===== src/rtl/ifu_fetch_if.sv =====
// Fetch-stage bus bundle: instruction-memory request/response, redirect input
// and the pc/inst hand-off toward the IF/ID register.
interface ifu_fetch_if #(
   parameter int unsigned PC_WIDTH   = 64,
   parameter int unsigned INST_WIDTH = 32
);
   logic                  req_valid;
   logic                  req_ready;
   logic [PC_WIDTH-1:0]   req_addr;
   logic                  rsp_valid;
   logic [INST_WIDTH-1:0] rsp_data;
   logic                  redirect_valid;
   logic [PC_WIDTH-1:0]   redirect_pc;
   logic                  out_valid;
   logic                  out_ready;
   logic [PC_WIDTH-1:0]   out_pc;
   logic [INST_WIDTH-1:0] out_inst;

   modport master (
      output req_valid, req_addr, out_valid, out_pc, out_inst,
      input  req_ready, rsp_valid, rsp_data, redirect_valid, redirect_pc, out_ready
   );

   modport slave (
      input  req_valid, req_addr, out_valid, out_pc, out_inst,
      output req_ready, rsp_valid, rsp_data, redirect_valid, redirect_pc, out_ready
   );
endinterface


===== src/rtl/ifu_fetch.sv =====
// Instruction-fetch stage: owns the PC, keeps one memory read in flight and
// holds the fetched pc/inst in a single-entry buffer until ID takes it.
module ifu_fetch #(
   parameter int unsigned         PC_WIDTH   = 64,
   parameter int unsigned         INST_WIDTH = 32,
   parameter logic [PC_WIDTH-1:0] RESET_PC   = PC_WIDTH'(64'h8000_0000)
) (
   input  logic       clk,
   input  logic       rst,
   ifu_fetch_if.master bus
);

   typedef enum logic [1:0] {
      S_REQ  = 2'd0,
      S_WAIT = 2'd1,
      S_DROP = 2'd2
   } state_t;

   state_t                state_r;
   state_t                nextState_s;
   logic [PC_WIDTH-1:0]   pc_r;
   logic [PC_WIDTH-1:0]   pcNext_s;
   logic                  outValid_r;
   logic                  outValidNext_s;
   logic [PC_WIDTH-1:0]   outPc_r;
   logic [PC_WIDTH-1:0]   outPcNext_s;
   logic [INST_WIDTH-1:0] outInst_r;
   logic [INST_WIDTH-1:0] outInstNext_s;
   logic                  reqValid_s;
   logic                  reqFire_s;
   logic                  rspTake_s;
   logic [PC_WIDTH-1:0]   redirPc_s;

   // Requests go out only when the buffer is empty, so a response never needs backpressure.
   assign reqValid_s = rst && (state_r == S_REQ) && !outValid_r;
   assign reqFire_s  = reqValid_s && bus.req_ready;
   assign rspTake_s  = (state_r == S_WAIT) && bus.rsp_valid;
   assign redirPc_s  = {bus.redirect_pc[PC_WIDTH-1:2], 2'b00};

   assign bus.req_valid = reqValid_s;
   assign bus.req_addr  = pc_r;
   assign bus.out_valid = outValid_r;
   assign bus.out_pc    = outPc_r;
   assign bus.out_inst  = outInst_r;

   // State and datapath registers.
   always_ff @(posedge clk or negedge rst) begin
      if (!rst) begin
         state_r    <= S_REQ;
         pc_r       <= RESET_PC;
         outValid_r <= 1'b0;
         outPc_r    <= {PC_WIDTH{1'b0}};
         outInst_r  <= {INST_WIDTH{1'b0}};
      end else begin
         state_r    <= nextState_s;
         pc_r       <= pcNext_s;
         outValid_r <= outValidNext_s;
         outPc_r    <= outPcNext_s;
         outInst_r  <= outInstNext_s;
      end
   end

   // Next-state logic; a redirect turns any accepted-but-unanswered request into a drop.
   always_comb begin
      nextState_s = state_r;
      case (state_r)
         S_REQ: begin
            if (bus.redirect_valid) begin
               nextState_s = reqFire_s ? S_DROP : S_REQ;
            end else begin
               nextState_s = reqFire_s ? S_WAIT : S_REQ;
            end
         end
         S_WAIT: begin
            if (bus.rsp_valid) begin
               nextState_s = S_REQ;
            end else if (bus.redirect_valid) begin
               nextState_s = S_DROP;
            end else begin
               nextState_s = S_WAIT;
            end
         end
         S_DROP: begin
            if (bus.rsp_valid) begin
               nextState_s = S_REQ;
            end else begin
               nextState_s = S_DROP;
            end
         end
         default: begin
            nextState_s = S_REQ;
         end
      endcase
   end

   // Output/datapath next values; redirect wins over response capture and consume.
   always_comb begin
      pcNext_s       = pc_r;
      outValidNext_s = outValid_r;
      outPcNext_s    = outPc_r;
      outInstNext_s  = outInst_r;
      if (bus.redirect_valid) begin
         pcNext_s       = redirPc_s;
         outValidNext_s = 1'b0;
      end else if (rspTake_s) begin
         pcNext_s       = pc_r + PC_WIDTH'(3'd4);
         outValidNext_s = 1'b1;
         outPcNext_s    = pc_r;
         outInstNext_s  = bus.rsp_data;
      end else if (outValid_r && bus.out_ready) begin
         outValidNext_s = 1'b0;
      end else begin
         outValidNext_s = outValid_r;
      end
   end

endmodule


===== src/flat_wrapper.sv =====
// flat-port wrapper written by rule: the top's interface ports become plain ports
module ifu_fetch_flat 
#(
   parameter int unsigned         PC_WIDTH   = 64,
   parameter int unsigned         INST_WIDTH = 32,
   parameter logic [PC_WIDTH-1:0] RESET_PC   = PC_WIDTH'(64'h8000_0000)
)
  (clk, rst, bus_req_valid, bus_req_addr, bus_out_valid, bus_out_pc, bus_out_inst, bus_req_ready, bus_rsp_valid, bus_rsp_data, bus_redirect_valid, bus_redirect_pc, bus_out_ready);
  ifu_fetch_if #(.PC_WIDTH(PC_WIDTH), .INST_WIDTH(INST_WIDTH)) bus_i ();
  input  logic clk;
  input  logic rst;
  output wire logic [$bits(bus_i.req_valid)-1:0] bus_req_valid;
  output wire logic [$bits(bus_i.req_addr)-1:0] bus_req_addr;
  output wire logic [$bits(bus_i.out_valid)-1:0] bus_out_valid;
  output wire logic [$bits(bus_i.out_pc)-1:0] bus_out_pc;
  output wire logic [$bits(bus_i.out_inst)-1:0] bus_out_inst;
  input wire logic [$bits(bus_i.req_ready)-1:0] bus_req_ready;
  input wire logic [$bits(bus_i.rsp_valid)-1:0] bus_rsp_valid;
  input wire logic [$bits(bus_i.rsp_data)-1:0] bus_rsp_data;
  input wire logic [$bits(bus_i.redirect_valid)-1:0] bus_redirect_valid;
  input wire logic [$bits(bus_i.redirect_pc)-1:0] bus_redirect_pc;
  input wire logic [$bits(bus_i.out_ready)-1:0] bus_out_ready;
  assign bus_req_valid = bus_i.req_valid;
  assign bus_req_addr = bus_i.req_addr;
  assign bus_out_valid = bus_i.out_valid;
  assign bus_out_pc = bus_i.out_pc;
  assign bus_out_inst = bus_i.out_inst;
  assign bus_i.req_ready = bus_req_ready;
  assign bus_i.rsp_valid = bus_rsp_valid;
  assign bus_i.rsp_data = bus_rsp_data;
  assign bus_i.redirect_valid = bus_redirect_valid;
  assign bus_i.redirect_pc = bus_redirect_pc;
  assign bus_i.out_ready = bus_out_ready;
  ifu_fetch #(.PC_WIDTH(PC_WIDTH), .INST_WIDTH(INST_WIDTH), .RESET_PC(RESET_PC)) u_core (.clk(clk), .rst(rst), .bus(bus_i));
endmodule

===== config.mk =====
export PLATFORM = sky130hd
export DESIGN_NAME = ifu_fetch_flat
export DESIGN_NICKNAME = d
export VERILOG_FILES = /design/src/rtl/ifu_fetch_if.sv /design/src/rtl/ifu_fetch.sv /design/src/flat_wrapper.sv
export SDC_FILE = /design/constraint.sdc
export NUM_CORES = 1
export LEC_CHECK = 0
export BUFFER_PORTS_ARGS = -buffer_cell sky130_fd_sc_hd__buf_2
export CORE_ASPECT_RATIO = 1.75
export CORE_MARGIN = 2
export CORE_UTILIZATION = 35
export DETAILED_ROUTE_END_ITERATION = 6
export PLACE_DENSITY = 0.6
export RECOVER_POWER = 100
export SYNTH_ARGS = -nofsm -noshare
export SYNTH_HDL_FRONTEND = slang
export SYNTH_SLANG_ARGS = --single-unit

===== constraint.sdc =====
create_clock -name clk -period 4.23 [get_ports clk]
set_clock_uncertainty 0.05 [all_clocks]
set_input_delay 0.2115 -clock clk [delete_from_list [all_inputs] [get_ports clk]]
set_output_delay 0.2115 -clock clk [all_outputs]
set_load 0.01 [all_outputs]

# [Word-level counts from Yosys, hierarchy flattened]
# Index checks and enable logic that the tools add are counted.
[word_totals] inputBits=102 out_inout_bits=162 register_bits=163 latchBits=0 romBits=0 word_cells=31 n_memories=0 ram_bits=0
[op_classes] n_mul=0 addsub=1 n_mux=12 n_reduce_logical=10 bitwise_logic=1 order_cmp=0 n_eq_ne=2 n_div=0 n_shift=0
[ops] op="64-bit 2-to-1 mux" count=2
[ops] op="64-bit by 3-bit adder with 64-bit output (second input constant)" count=1
[ops] op="2-bit 2-to-1 mux" count=5
[ops] op="2-bit case mux with 3 select lines" count=1
[ops] op="1-bit logical AND" count=5
[ops] op="1-bit 2-to-1 mux" count=4
[ops] op="3-bit nonzero test" count=1
[ops] op="2-bit by 1-bit == test with 1-bit output (second input constant)" count=1
[ops] op="2-bit == test (second input constant)" count=1
[ops] op="2-bit zero test" count=1
[ops] op="2-bit AND reduction" count=1
[ops] op="2-bit nonzero test" count=1
[ops] op="1-bit zero test" count=1
[ops] op="1-bit inverter" count=1

# [Logic depth before layout (Yosys ltp)]
[depth] word_depth=7 depth_mapped=9 mapped_depth_nobuf=6

# [Worst setup path before layout]
# No wires, ideal clock.
[synth_path] path_kind="reg-to-reg" startpoint="register u_core.pc_r[4] (netlist: u_core.bus.req_addr[4])" endpoint="register u_core.pc_r[47] (netlist: u_core.bus.req_addr[47])" t_required_ns=4.098 setup_ns=0.082 n_path_buf=2 setup_slack_ns=1.636 synth_period_minus_slack_ns=2.594 t_arrival_ns=2.462 stages_incl_launch_ff=8 cell_sequence="dfrtp_1 nand4_2 or4_4 buf_6 or4_4 buf_6 or4_1 a31oi_1"
[synth_between] elab_chain_len=3
[synth_lines] item="start, declared" line="ifu_fetch.sv:21" text="logic [PC_WIDTH-1:0] pc_r;"
[synth_lines] item="start signal, assigned" line="ifu_fetch.sv:56" text="pc_r <= pcNext_s;"
[synth_lines] item="64-bit by 3-bit adder with 64-bit output" line="ifu_fetch.sv:106" text="pcNext_s = pc_r + PC_WIDTH'(3'd4);"
[synth_lines] item="64-bit 2-to-1 mux" line="ifu_fetch.sv:105" text="end else if (rspTake_s) begin"
[synth_lines] item="64-bit 2-to-1 mux" line="ifu_fetch.sv:102" text="if (bus.redirect_valid) begin"
# Every way passes these cells. The select of a mux whose other input is x is not followed.
# A chain may end at the register's enable or synchronous reset.

# [Worst setup path in the final report]
[layout_path] startpoint="register u_core.state_r[1]" endpoint="register u_core.outInst_r[17] (netlist: u_core.bus.out_inst[17])"
[layout_between] elab_chain_len=3
[layout_lines] item="start, declared" line="ifu_fetch.sv:19" text="state_t state_r;"
[layout_lines] item="start signal, assigned" line="ifu_fetch.sv:55" text="state_r <= nextState_s;"
[layout_lines] item="2-bit by 1-bit == test with 1-bit output" line="ifu_fetch.sv:37" text="assign rspTake_s = (state_r == S_WAIT) && bus.rsp_valid;"
[layout_lines] item="1-bit logical AND" line="ifu_fetch.sv:37"
[layout_lines] item="2-bit AND reduction (no source line)"
[layout_lines] item="end signal, assigned" line="ifu_fetch.sv:53" text="outInst_r <= {INST_WIDTH{1'b0}};"
[layout_lines] item="end signal, assigned" line="ifu_fetch.sv:59" text="outInst_r <= outInstNext_s;"
[layout_lines] item="end, declared" line="ifu_fetch.sv:27" text="logic [INST_WIDTH-1:0] outInst_r;"
# Every way passes these cells.

==> flow_summary.ini <==
[power]
p_leak_nw = 4.13
power_mw = 4.71
p_per_area_nw_per_um2 = 468
peakVddDrop_mv = 0.212

[drt]
drtPass1Iterations = 7
drt_wl_total_um = 21400
post-route-drc-count = 15
wl_per_cell_um = 17.2
num_vias = 6295
vias_per_cell = 5.05
postRouteAntennaNets = 0
drt-initial-drc-count = 310

[finish]
final_nets = 1089
n_antenna_cell = 0
area_delta_synth_final_pct = 37.7
stdcell_count = 1247
drive_gt1_share_pct = 23.5

[logic_synthesis]
synthArstFlopShare_pct = 100
syn_area_sq_um = 7290
synth_enable_flop_cells = 0
avgSynthCellArea_sq_um = 11.3
synthTopCellsByArea = dfrtp_1 (54%), mux2_2 (15%), nand2_1 (3.0%)
ys_ff_latch = 159
yosys.area.top_type = dfrtp_1
syn_inst = 647
yosysSeqAreaShare_pct = 54.6
yosys_warnings = 0
synthFlopType = dfrtp_1
yosysTopAreaCellShare_pct = 54.2
ys_types = 43

[critical_path]
start_kind = flip-flop
cp_max_fo = 41
ff2ff_setup_slack_ps = 950
critical_path_required_ps = 4490
crit_arrival_ps = 3540
path_class = flip-flop to flip-flop
r2r_start = u_core.state_r[1]
cp-end-kind = flip-flop
ff2ff_path_depth = 4
r2r-end = u_core.bus.out_inst[17]

[run_status]
outcome = complete, but fails checks
violations = DRC, capacitance limit, slew limit

[floorplan]
fp.dieH_um = 195
row_count = 69
ios = 264
die_area_sq_um = 22100
die_x_um = 113
coreArea_sq_um = 20400
start_util_pct = 35.8

[sta]
final.min_clock_period_ps = 3280
setup_viol = 0
max_freq_ghz = 0.305
slew_violations = 112
setup_slack_ps = 948
tns_ps = 0
finalCritPeriodShare_pct = 77.6
rsz0062_at_grt = no
worst_pin_slew_ps = 2350
max_slew_margin_pct = -56.3
hold_viol_final = 0

[clock_tree]
clkTransAtPathRegs_ps = 60
numCtsBuffers = 17
cts_tree = built
cts_buffer_depth = 2
postCtsResizedCells = 0
cts_root_buf = clkbuf_16
ctsHtreeMaxLevel = 4
cts.sinks = 159
clock_latency_ps = 430

[grt]
grt_overflow_total = 0
grt_usage_pct = 19.9
grt_max_degree = 70
antenna_found_initial = 0
grt_pass1_wl_um = 34400
grt_pass1_vias = 6529

[placement]
dp_hpwl_um = 15100
place_inst = 1120
dp_worst_setup_slack_ps = 1280
gp_congestion = 0.799
io_buffers = 257

[worst_hold_path]
hold_start = bus_redirect_pc[6]
holdPathEnd = u_core.bus.req_addr[6]
hp-class = primary input to flip-flop
whs_path_depth = 3

[run]
maxCapViolations = 2
==> cell usage after synthesis (4+ instances only) <==
master and n:
a31oi_1 28, and3_1 11, and4_1 6, buf_4 4
clkbuf_1 32, dfrtp_1 158, inv_1 5, mux2_2 95
nand2_1 59, nand3_1 23, nand4_1 11, nor2_1 38
nor3_1 11, nor4_1 13, o21ai_0 43, o31ai_1 14
or3_1 14, or4_1 14, xnor2_1 21, xor2_1 10
==> worst max-delay path: stages (launching register included) <==
cell and delay [ps]:
dfrtp_1 430, nand3b_1 340, nor2_4 150, clkbuf_1 1660, mux2_2 470
==> final cells by class <==
class | instances | area [sq um]
multi-input combinational | 445 | 3110
clock inverter | 10 | 88.8
sequential | 159 | 3980
tap | 248 | 310
inverter | 5 | 18.8
fill | 1970 | 10300
timing repair buffer | 358 | 2070
clock buffer | 22 | 464
==> state kept, by name, summed over array words and instances, names as in the netlist <==
register,flops
u_core.state_r,2
u_core.bus.out_valid,1
u_core.bus.req_addr,62
u_core.bus.out_pc,62
u_core.bus.out_inst,32
==> per-stage QoR <==
stage          cell area (sq um)  utilization [%]  hold WS [ps]
4_1_cts                    10300             50.4         0.662
3_3_place_gp                8770             43.1           210
2_1_floorplan               7300                -          -134
6_report                   10000             49.3          34.1
5_1_grt                    10000             49.3          16.5
3_5_place_dp                8770             43.1           213
==> cell families (layout without fill, tap and decap cells) <==
group | Yosys count | count (layout) | share of synthesized area (%)
XOR/XNOR | 31 | 31 | 3.72
multiplexers | 97 | 97 | 14.9
AND/OR/NAND/NOR | 218 | 218 | 16.0
flip-flops | 159 | 159 | 54.6
buffers and inverters | 46 | 395 | 2.80
other | 1 | 4 | 0.0514
adder cells (fa/ha/maj) | 1 | 1 | 0.172
AO/OA/AOI/OAI | 94 | 94 | 7.72
==> power breakdown <==
| group | leakage, nW | internal, mW | switching (mW) | total (mW) |
|---|---|---|---|---|
| Sequential | 1.94 | 1.89 | 0.251 | 2.15 |
| Combinational | 1.93 | 0.529 | 0.570 | 1.10 |
| Clock | 0.262 | 0.836 | 0.624 | 1.46 |
==> worst max-delay path by stage <==
| stage | start | endpoint | slack, ps |
|---|---|---|---|
| floorplan | u_core.bus.req_addr[4] | u_core.bus.req_addr[47] | 1640 |
| global placement | u_core.bus.req_addr[2] | u_core.bus.req_addr[58] | 1340 |
| detailed placement | u_core.bus.req_addr[2] | u_core.bus.req_addr[58] | 1280 |
| CTS | u_core.bus.req_addr[2] | u_core.bus.req_addr[58] | 1270 |
| global route | rst | u_core.bus.out_pc[62] | 630 |
| finish | u_core.state_r[1] | u_core.bus.out_inst[17] | 950 |
==> routing by layer <==
metal  wire, um  global-route usage, %
met1       8080                   21.7
met2      12100                   37.2
met3        836                   4.18
met5          0                      0
met4        384                   7.63
==> placed cells by master, fill, tap and decap left out, drive strengths merged, types with 6 or more instances in the layout <==
cell,netlist,final
clkbuf,32,184
dfrtp,158,158
buf,9,101
mux2,95,95
dlygate4sd3,0,95
nand2,59,59
o21ai,43,43
nor2,38,38
a31oi,28,28
nand3,23,23
xnor2,21,21
or4,17,17
or3,14,14
o31ai,14,14
nor4,13,13
nand4,12,12
and3,11,11
nor3,11,11
xor2,10,10
and4,6,6
==> timing repair <==
item,4_1_cts,5_1_grt
setup buffers,0,0
endpoints found under the hold margin,160,0
hold buffers,95,0
Note: power is estimated with default switching activity, not from simulation.
